--- src/rtl/vx_dispatch_batcher.sv ---
// vx_dispatch_batcher: serialises one full-warp dispatch packet into NUM_LANES-wide beats.
// Define VX_BATCH_SKIP_EMPTY_EN to skip batches whose tmask slice is all zero.
module vx_dispatch_batcher #(
  parameter int NUM_THREADS = 4,
  parameter int NUM_LANES   = 2,
  parameter int XLEN        = 32,
  parameter int HDR_W       = 64,
  localparam int NUM_PACKETS = NUM_THREADS / NUM_LANES,
  localparam int PID_W       = (NUM_PACKETS > 1) ? $clog2(NUM_PACKETS) : 1
) (
  input  logic                       clk,
  input  logic                       reset,
  input  logic                       in_valid,
  output logic                       in_ready,
  input  logic [HDR_W-1:0]           in_hdr,
  input  logic [NUM_THREADS-1:0]     in_tmask,
  input  logic [NUM_THREADS*XLEN-1:0] in_rs1_data,
  input  logic [NUM_THREADS*XLEN-1:0] in_rs2_data,
  input  logic [NUM_THREADS*XLEN-1:0] in_rs3_data,
  output logic                       out_valid,
  input  logic                       out_ready,
  output logic [HDR_W-1:0]           out_hdr,
  output logic [NUM_LANES-1:0]       out_tmask,
  output logic [NUM_LANES*XLEN-1:0]  out_rs1_data,
  output logic [NUM_LANES*XLEN-1:0]  out_rs2_data,
  output logic [NUM_LANES*XLEN-1:0]  out_rs3_data,
  output logic [PID_W-1:0]           out_pid,
  output logic                       out_sop,
  output logic                       out_eop
);
  if ((NUM_THREADS % NUM_LANES) != 0) begin : g_bad_cfg
    $error("NUM_LANES must divide NUM_THREADS");
  end
  logic                        busy_q, busy_d;
  logic [PID_W-1:0]            pid_q, pid_d;
  logic [HDR_W-1:0]            hdr_q, hdr_d;
  logic [NUM_THREADS-1:0]      tmask_q, tmask_d;
  logic [NUM_THREADS*XLEN-1:0] rs1_q, rs1_d, rs2_q, rs2_d, rs3_q, rs3_d;
  logic [NUM_PACKETS-1:0]      nz_in, nz_q;
  logic [PID_W-1:0]            first_in, first_q, last_q, next_q;
  logic                        out_fire, in_fire;
  // Batches eligible for emission; without skipping every batch qualifies.
  always_comb begin
    for (int p = 0; p < NUM_PACKETS; p++) begin
`ifdef VX_BATCH_SKIP_EMPTY_EN
      nz_in[p] = |in_tmask[p*NUM_LANES +: NUM_LANES];
      nz_q[p]  = |tmask_q[p*NUM_LANES +: NUM_LANES];
`else
      nz_in[p] = 1'b1;
      nz_q[p]  = 1'b1;
`endif
    end
  end
  // Priority encoders; an empty mask falls back to batch 0 so one beat still leaves.
  always_comb begin
    first_in = '0;
    first_q  = '0;
    last_q   = '0;
    next_q   = pid_q;
    for (int p = NUM_PACKETS - 1; p >= 0; p--) begin
      first_in = nz_in[p] ? PID_W'(p) : first_in;
      first_q  = nz_q[p] ? PID_W'(p) : first_q;
      next_q   = (nz_q[p] && p > int'(pid_q)) ? PID_W'(p) : next_q;
    end
    for (int p = 0; p < NUM_PACKETS; p++)
      last_q = nz_q[p] ? PID_W'(p) : last_q;
  end
  assign out_valid    = busy_q;
  assign out_pid      = pid_q;
  assign out_sop      = busy_q && (pid_q == first_q);
  assign out_eop      = busy_q && (pid_q == last_q);
  assign out_hdr      = hdr_q;
  assign out_tmask    = tmask_q[pid_q*NUM_LANES +: NUM_LANES];
  assign out_rs1_data = rs1_q[pid_q*NUM_LANES*XLEN +: NUM_LANES*XLEN];
  assign out_rs2_data = rs2_q[pid_q*NUM_LANES*XLEN +: NUM_LANES*XLEN];
  assign out_rs3_data = rs3_q[pid_q*NUM_LANES*XLEN +: NUM_LANES*XLEN];
  assign out_fire     = busy_q && out_ready;
  assign in_ready     = !busy_q || (out_fire && out_eop);
  assign in_fire      = in_valid && in_ready;
  always_comb begin
    busy_d  = in_fire || (busy_q && !(out_fire && out_eop));
    pid_d   = in_fire ? first_in : (out_fire && !out_eop) ? next_q : pid_q;
    hdr_d   = in_fire ? in_hdr : hdr_q;
    tmask_d = in_fire ? in_tmask : tmask_q;
    rs1_d   = in_fire ? in_rs1_data : rs1_q;
    rs2_d   = in_fire ? in_rs2_data : rs2_q;
    rs3_d   = in_fire ? in_rs3_data : rs3_q;
  end
  always_ff @(posedge clk) begin
    busy_q  <= reset ? 1'b0 : busy_d;
    pid_q   <= reset ? '0 : pid_d;
    hdr_q   <= hdr_d;
    tmask_q <= tmask_d;
    rs1_q   <= rs1_d;
    rs2_q   <= rs2_d;
    rs3_q   <= rs3_d;
  end
endmodule

--- config.mk ---
export PLATFORM = sky130hd
export DESIGN_NAME = vx_dispatch_batcher
export DESIGN_NICKNAME = d
export VERILOG_FILES = /design/src/rtl/vx_dispatch_batcher.sv
export SDC_FILE = /design/constraint.sdc
export NUM_CORES = 1
export LEC_CHECK = 0
export BUFFER_PORTS_ARGS = -buffer_cell sky130_fd_sc_hd__buf_2
export CORE_AREA = 2 2 278 280
export DETAILED_ROUTE_END_ITERATION = 6
export DIE_AREA = 0 0 280 282
export PLACE_DENSITY_LB_ADDON = 0.08
export SETUP_SLACK_MARGIN = 0.15
export SYNTH_ARGS = -nofsm -noshare
export SYNTH_HDL_FRONTEND = slang
export SYNTH_SLANG_ARGS = --single-unit
export TNS_END_PERCENT = 1
--- constraint.sdc ---
create_clock -name clk -period 13.6 [get_ports clk]
set_input_delay 0 -clock clk [delete_from_list [all_inputs] [get_ports clk]]
set_output_delay 0 -clock clk [all_outputs]
set_load 0.01 [all_outputs]
======== Yosys cells after proc, flatten, opt, wreduce, memory -nomap -nowiden ========
Index checks and enable logic that the tools add are counted.
word-level totals
  register bits ........................... 454
  latch bits .............................. 0
  bits in writable memories ............... 0
  memory bits (read-only) ................. 0
  input port bits ......................... 456
  output and inout port bits .............. 263
  logic and storage cells ................. 27
  memories kept ........................... 0
cells by class
  add/sub/neg operators ................... 0
  multipliers ............................. 0
  divide/modulo/power cells ............... 0
  order comparisons ....................... 1
  equal/unequal tests ..................... 0
  shifts and indexed selects .............. 4
  mux-type cells .......................... 0
  bitwise operators ....................... 1
  reductions and logical operators ........ 14
operator list
  cell                  count
  $shiftx A128 B8 Y64   3
  $logic_and A1 B1 Y1   7
  $shiftx A4 B3 Y2      1
  $logic_not A1 Y1      3
  $logic_or A1 B1 Y1    2
  $reduce_and A2 Y1     1
  $reduce_or A2 Y1      1
  $gt A1 B1 Y1 const A  1
  $not A1 Y1            1

======== Depth between registers and ports, before layout ========
Gate-level depths: netlist of run 1.
  depth after elaboration ................. 5
  mapped depth ............................ 5
  mapped depth without buffers ............ 2

======== Worst setup path after synthesis of run 1 ========
No wires, ideal clock.
  path type ............................... register to register
  start point ............................. register pid_q, in the netlist out_pid
  end point ............................... register hdr_q[0], in the netlist out_hdr[0], enable pin
  setup time .............................. 0.874 ns
  arrival ................................. 11.031 ns
  data required time ...................... 12.726 ns
  setup slack ............................. 1.695 ns
  cell stages (with the launch flop) ...... 5
  buffers on the path ..................... 2
  period minus slack after synthesis ...... 11.905 ns
  cell sequence ........................... dfxtp_1 buf_6 buf_8 a21bo_2 and2_1
on the way
  word-level cells in the longest chain between the ends .. 4
ends and longest elaborated chain
  what                    line  source
  start, declared         35    logic [PID_W-1:0] pid_q, pid_d;
  start signal, assigned  91    pid_q <= reset ? '0 : pid_d;
  $logic_and A1 B1 Y1     71    assign out_eop = busy_q && (pid_q == last_q);
  $logic_and A1 B1 Y1     78    assign in_ready = !busy_q || (out_fire && out_eop);
  $logic_or A1 B1 Y1      78
  via in_ready            14    output logic in_ready,
  $logic_and A1 B1 Y1     79    assign in_fire = in_valid && in_ready;
  via in_fire             41    logic out_fire, in_fire;
  end signal, assigned    92    hdr_q <= hdr_d;
  end, declared           36    logic [HDR_W-1:0] hdr_q, hdr_d;
The timed path passes the listed nets, and every way through them passes these cells.
A chain may end at the register's enable or synchronous reset.

======== Worst setup path after layout of run 1 ========
  start point ............................. register pid_q, in the netlist out_pid
  end point ............................... register rs2_q[21], enable pin
on the way
  word-level cells in the longest chain between the ends .. 4
ends and longest elaborated chain
  what                  line  source
  $logic_and A1 B1 Y1   71
  $logic_and A1 B1 Y1   78
  $logic_or A1 B1 Y1    78
  $logic_and A1 B1 Y1   79
  via in_fire           41
  end signal, assigned  95    rs2_q <= rs2_d;
  end, declared         38    logic [NUM_THREADS*XLEN-1:0] rs1_q, rs1_d, rs2_q, rs2_d, rs3_q, rs3_d;
The timed path passes the listed nets, and every way through them passes these cells.

==> results.ini, run 1 <==
[final_layout]
drive_above_1_share_pct=51.3
final_util_pct=36.2
nNetsFinal=2349
seqCellArea_sq_um=13600
area_growth_pct=66.8
multi_input_area_sq_um=2620
num-fill-cells=7366

[global_routing]
grt_usage_pct=12.8
grt_overflow=0
grt_first_pass_wirelength_microns=75200
grt_pass1_vias=12200
grt_max_degree=178
antenna_found_initial=10

[place]
dp_hpwl_microns=38100
preCtsSetupSlack_ns=9.49
gp_congestion=0.767
numPortBuffers=718

[floorplanning]
pin_count=719
initial_core_util_pct=21.7
core_area_sq_um=75700
die_h_microns=282
dieArea_sq_um=79000
num_rows=101
die_x_microns=280

[critical_path]
r2r-end=rs2_q[21]
r2r-start=out_pid
critPathArrivalTime_ns=4.30
required_ns=13.80
critPathLaunchType=flip-flop
endpoint=rs2_q[21]
reg2reg_slack_ns=9.51
crit_type=flip-flop to flip-flop
rr_worst_depth=4
cp_max_fo=145
crit_start=out_pid
endpoint_kind=flip-flop

[sta]
hold_ws_ns=0.116
hold_viol=0
timing.final.ws_setup_ns=9.51
timing.fmax_ghz=0.244
finalSetupViolCount=0
skew_ns=0.0259
setup_tns_ns=0
fin_crit_ns=4.09
slew_headroom_pct=21.6
tightestPinTransition_ns=1.18
rsz0062_at_grt=no
finalCritPeriodShare_pct=30.1
maxSlewViolCount=0

[clock_network]
cts_root_buffer=clkbuf_16
clk_path_buf_depth=3
cts_tree=built
cts_buffers=55
h-tree-depth=2
cts.clk_slew.worst_paths_ns=0.06
cts_resized=0
ctsHoldBuffers=456
insertion_delay_ns=0.59
post_cts_buffers=0
clock-sinks=454

[logic_synthesis]
synth_area_per_cell_sq_um=24.2
synth_area_leaders=edfxtp_1 83%, mux2_4 9.1%, mux2_2 6.4%
ys_warn_count=0
yosys.area.top_type_share_pct=82.6
synth_cells=679
syn_area_sq_um=16400
ys_seq_elements=454
yosys.area.top_type=edfxtp_1
synth_fp_nets=1135
ys_seq_area_share_pct=82.8
yosysUniqueCellTypes=14

[pwr]
ir_worst_vdd_v=0.0000979
p_leak_nw=11.0
swShare_pct=22.6
power_frac_clock_pct=39.9
intPower_mw=2.70
netSwitchingPower_mw=0.787
power_density_nw_per_um2=127
combPwrFrac_pct=12.2
pwr-share-seq_pct=47.9

[drt]
ant_nets=0
detail_route.wl_per_cell_microns=18.3
dr.pass1.iters=4
drc=0
wl_microns=53500
vias_per_cell=3.74
num_vias=10900
drt_iter0_drc=365

[flow_run]
maxCapViolCount=0

[hold_path]
holdCritPathClass=input port to flip-flop

[run_status]
status=finished clean

## per-stage QoR
step | cells | area, sq um | power [mW]
2_1_floorplan | 679 | 16400 | 1.88
3_3_place_gp | 2358 | 21100 | 2.02
3_5_place_dp | 2358 | 21100 | 2.02
4_1_cts | 2914 | 27400 | 3.56
5_1_grt | 2920 | 27400 | 3.64
6_report | 2922 | 27400 | 3.48
## cell usage after synthesis (all sizes together)
master,count
mux2,194
buf,22
a21bo,1
edfxtp,452
inv,1
and2,2
nor2b,1
a311oi,1
nand2b,1
a21oi,2
dfxtp,2
## sequential cells by signal (all words and copies together) (netlist names)
register and flops:
out_hdr 64, out_pid 1, out_valid 1, rs1_q 128, rs2_q 128, rs3_q 128
tmask_q 4
## worst min-delay path by stage
stage	startpoint	to	slack, ns	cells after the start
2_1_floorplan	reset	out_valid	0.07	1
3_3_place_gp	in_hdr[46]	out_hdr[46]	0.18	1
3_5_place_dp	reset	out_pid	0.18	2
4_1_cts	in_hdr[13]	out_hdr[13]	0.06	2
5_1_grt	in_hdr[6]	out_hdr[6]	0.08	2
6_report	in_rs1_data[33]	rs1_q[33]	0.12	2
## cells by family after synthesis
kind of cell,count (synthesis),share of synthesized area (%)
flip-flops,454,82.8
AO/OA/AOI/OAI,4,0.175
multiplexers,194,15.6
buffers and inverters,23,1.25
AND/OR/NAND/NOR,4,0.152
## placed cells by master (no fill, tap or decap), types with 2 or more instances in the layout
| master | synthesis | layout |
|---|---|---|
| clkinv_1 | 0 | 18 |
| clkinv_4 | 0 | 2 |
| buf_2 | 8 | 718 |
| bufinv_16 | 0 | 3 |
| edfxtp_1 | 452 | 452 |
| mux2_2 | 94 | 94 |
| dlygate4sd3_1 | 0 | 456 |
| clkbuf_16 | 0 | 57 |
| clkinv_2 | 0 | 9 |
| a21oi_1 | 2 | 2 |
| diode_2 | 0 | 8 |
| mux2_4 | 100 | 100 |
| clkbuf_1 | 0 | 9 |
| buf_4 | 0 | 2 |
| buf_12 | 0 | 3 |
## final cells by class
| type | instances | area share [%] |
|---|---|---|
| flip-flops and latches | 454 | 49.7 |
| repair buffers | 1179 | 30.0 |
| multi-input cells | 202 | 9.54 |
| clock buffers | 66 | 5.33 |
| well taps | 978 | 4.46 |
| clock inverters | 34 | 0.863 |
| diodes | 8 | 0.0730 |
| inverters | 1 | 0.0137 |
## layer usage
metal / global-route usage, % / wire length [microns] / up-vias
li1: - / - / 5177
met1: 14.0 / 19900 / 5199
met2: 22.4 / 26900 / 452
met3: 5.31 / 5140 / 97
met4: 4.68 / 1580 / 6
met5: 0 / 34 / -
## power by group through the flow
| stage | clock network, mW | registers [mW] | logic (mW) |
|---|---|---|---|
| 6_report | 1.39 | 1.67 | 0.424 |
| 5_1_grt | 1.50 | 1.68 | 0.459 |
| 4_1_cts | 1.45 | 1.67 | 0.434 |
| 3_3_place_gp | 0 | 1.70 | 0.319 |
| 3_5_place_dp | 0 | 1.70 | 0.319 |
| 2_1_floorplan | 0 | 1.73 | 0.151 |
## critical path: stages (launching register included)
cell,delay (ns)
dfxtp_4,0.91
a21bo_2,0.27
and2_4,0.68
buf_4,0.86
buf_12,0.64
(Power assumes the default switching activity.)
==> inputs of run 2 (changes only) <==
==> constraint.sdc (replaced) <==
create_clock -name clk -period 3.89 [get_ports clk]
set_input_delay 0 -clock clk [delete_from_list [all_inputs] [get_ports clk]]
set_output_delay 0 -clock clk [all_outputs]
set_load 0.01 [all_outputs]
==> results.ini, run 2 (same netlist as run 1, synthesis figures left out) <==
[run_status]
status=finished clean

[sta]
slew_headroom_pct=19.1
hold_ws_ns=0.105
skew_ns=0.0233
timing.final.ws_setup_ns=1.12
hold_viol=0
setup_tns_ns=0
timing.fmax_ghz=0.361
maxSlewViolCount=0
finalSetupViolCount=0
rsz0062_at_grt=no
finalCritPeriodShare_pct=71.2
tightestPinTransition_ns=1.21
fin_crit_ns=2.77

[floorplanning]
core_area_sq_um=75700
die_x_microns=280
die_h_microns=282
num_rows=101
initial_core_util_pct=21.7
dieArea_sq_um=79000
pin_count=719

[clock_network]
cts_root_buffer=clkbuf_16
cts.clk_slew.worst_paths_ns=0.06
cts_resized=0
clock-sinks=454
clk_path_buf_depth=3
cts_buffers=55
cts_tree=built
insertion_delay_ns=0.60
h-tree-depth=2

[hold_path]
min_path_cells=2
holdCritPathClass=input port to flip-flop

[drt]
drt_iter0_drc=356
num_vias=11000
detail_route.wl_per_cell_microns=17.7
ant_nets=0
drc=0
dr.pass1.iters=4
wl_microns=52000
vias_per_cell=3.75

[final_layout]
num-fill-cells=7348
nNetsFinal=2359
final_cell_area_sq_um=27600
drive_above_1_share_pct=51.6
area_growth_pct=67.8
final_common_cell=buf_2
multi_input_area_sq_um=2620
final_cells=2933
layout_common_cells=718 x buf_2, 456 x dlygate4sd3_1, 452 x edfxtp_1, 100 x mux2_4, 94 x mux2_2
reg_top3=rs1_q x128, rs2_q x128, rs3_q x128
seqCellArea_sq_um=13600

[critical_path]
cp_max_fo=61
crit_slowest_cell=buf_4
required_ns=3.89
critPathArrivalTime_ns=2.77
rr_worst_depth=4
endpoint_kind=output port
cp_cell_sequence=buf_4 -> mux2_2 -> buf_2
crit_type=flip-flop to output port
slowest_delay_ns=0.83
critPathLaunchType=flip-flop

[global_routing]
grt_first_pass_wirelength_microns=74300
grt_usage_pct=12.6
grt_overflow=0
antenna_found_initial=10
grt_pass1_vias=12300
grt_max_degree=117

[place]
dp_hpwl_microns=37700
dp.cells=2368
numPortBuffers=718
place_area_sq_um=21300
preCtsSetupSlack_ns=1.59
gp_congestion=0.747

[pwr]
ir_worst_vdd_v=0.000282
p_leak_nw=11.1
power_density_nw_per_um2=442

[flow_run]
maxCapViolCount=0

run 2: cell types whose count changed in the layout (fill, tap and decap cells not counted):
cell        before  now
clkinv_1        18   14
clkbuf_1         9   12
buf_12           3    9
clkinv_2         9   12
buf_4            2    6
clkbuf_16       57   56
inv_6            1    2
diode_2          8    7
clkinv_8         0    1
a21bo_2          1    0
clkinvlp_4       1    0
a21bo_4          0    1
run 2: through the flow:
stage	util, %	total power, mW
6_report	36.4	12.2
5_1_grt	36.4	12.7
4_1_cts	36.4	12.4
3_5_place_dp	28.1	7.07
3_3_place_gp	28.1	7.06
2_1_floorplan	-	6.48
run 2: worst paths after layout:
| path | start | end | slack [ns] |
|---|---|---|---|
| worst min register to register | out_valid | out_pid | 1.10 |
| worst min-delay path | in_rs1_data[94] | rs1_q[94] | 0.10 |
| worst max register to register | out_pid | rs2_q[90] | 1.61 |
| worst max-delay path | out_pid | out_rs3_data[55] | 1.12 |
run 2: power by group:
| group | total (mW) | switching, mW | internal (mW) | leakage, nW |
|---|---|---|---|---|
| clock network | 4.85 | 2.02 | 2.83 | 0.840 |
| logic | 1.51 | 0.653 | 0.861 | 5.93 |
| registers | 5.81 | 0.0778 | 5.74 | 4.33 |
| total | 12.2 | 2.75 | 9.42 | 11.1 |
run 2: worst max-delay path: cells and delay by family (launching register included):
kind | cells | cell delay, ns
multiplexers | 1 | 0.46
flip-flops | 1 | 0.59
buffers and inverters | 2 | 0.98
run 2: area by class of cell:
type | instances | area share, %
Multi-Input combinational cell | 202 | 9.51
Tap cell | 978 | 4.44
Inverter | 1 | 0.0136
Clock inverter | 34 | 0.921
Antenna cell | 7 | 0.0635
Timing Repair Buffer | 1189 | 30.4
Sequential cell | 454 | 49.4
Clock buffer | 68 | 5.25
run 2: per-layer routing:
layer / vias up / GRT usage, % / share of wire, %
met5: - / 0 / 0.056
met3: 101 / 5.13 / 9.4
met2: 461 / 22.2 / 51
met4: 6 / 4.46 / 2.8
met1: 5244 / 13.5 / 37
li1: 5196 / - / -
run 2: what timing repair did:
| action | in CTS | in global routing |
|---|---|---|
| hold buffers | 456 | 0 |
| endpoints found under the hold margin | 454 | 0 |
| buffers inserted | 0 | 0 |
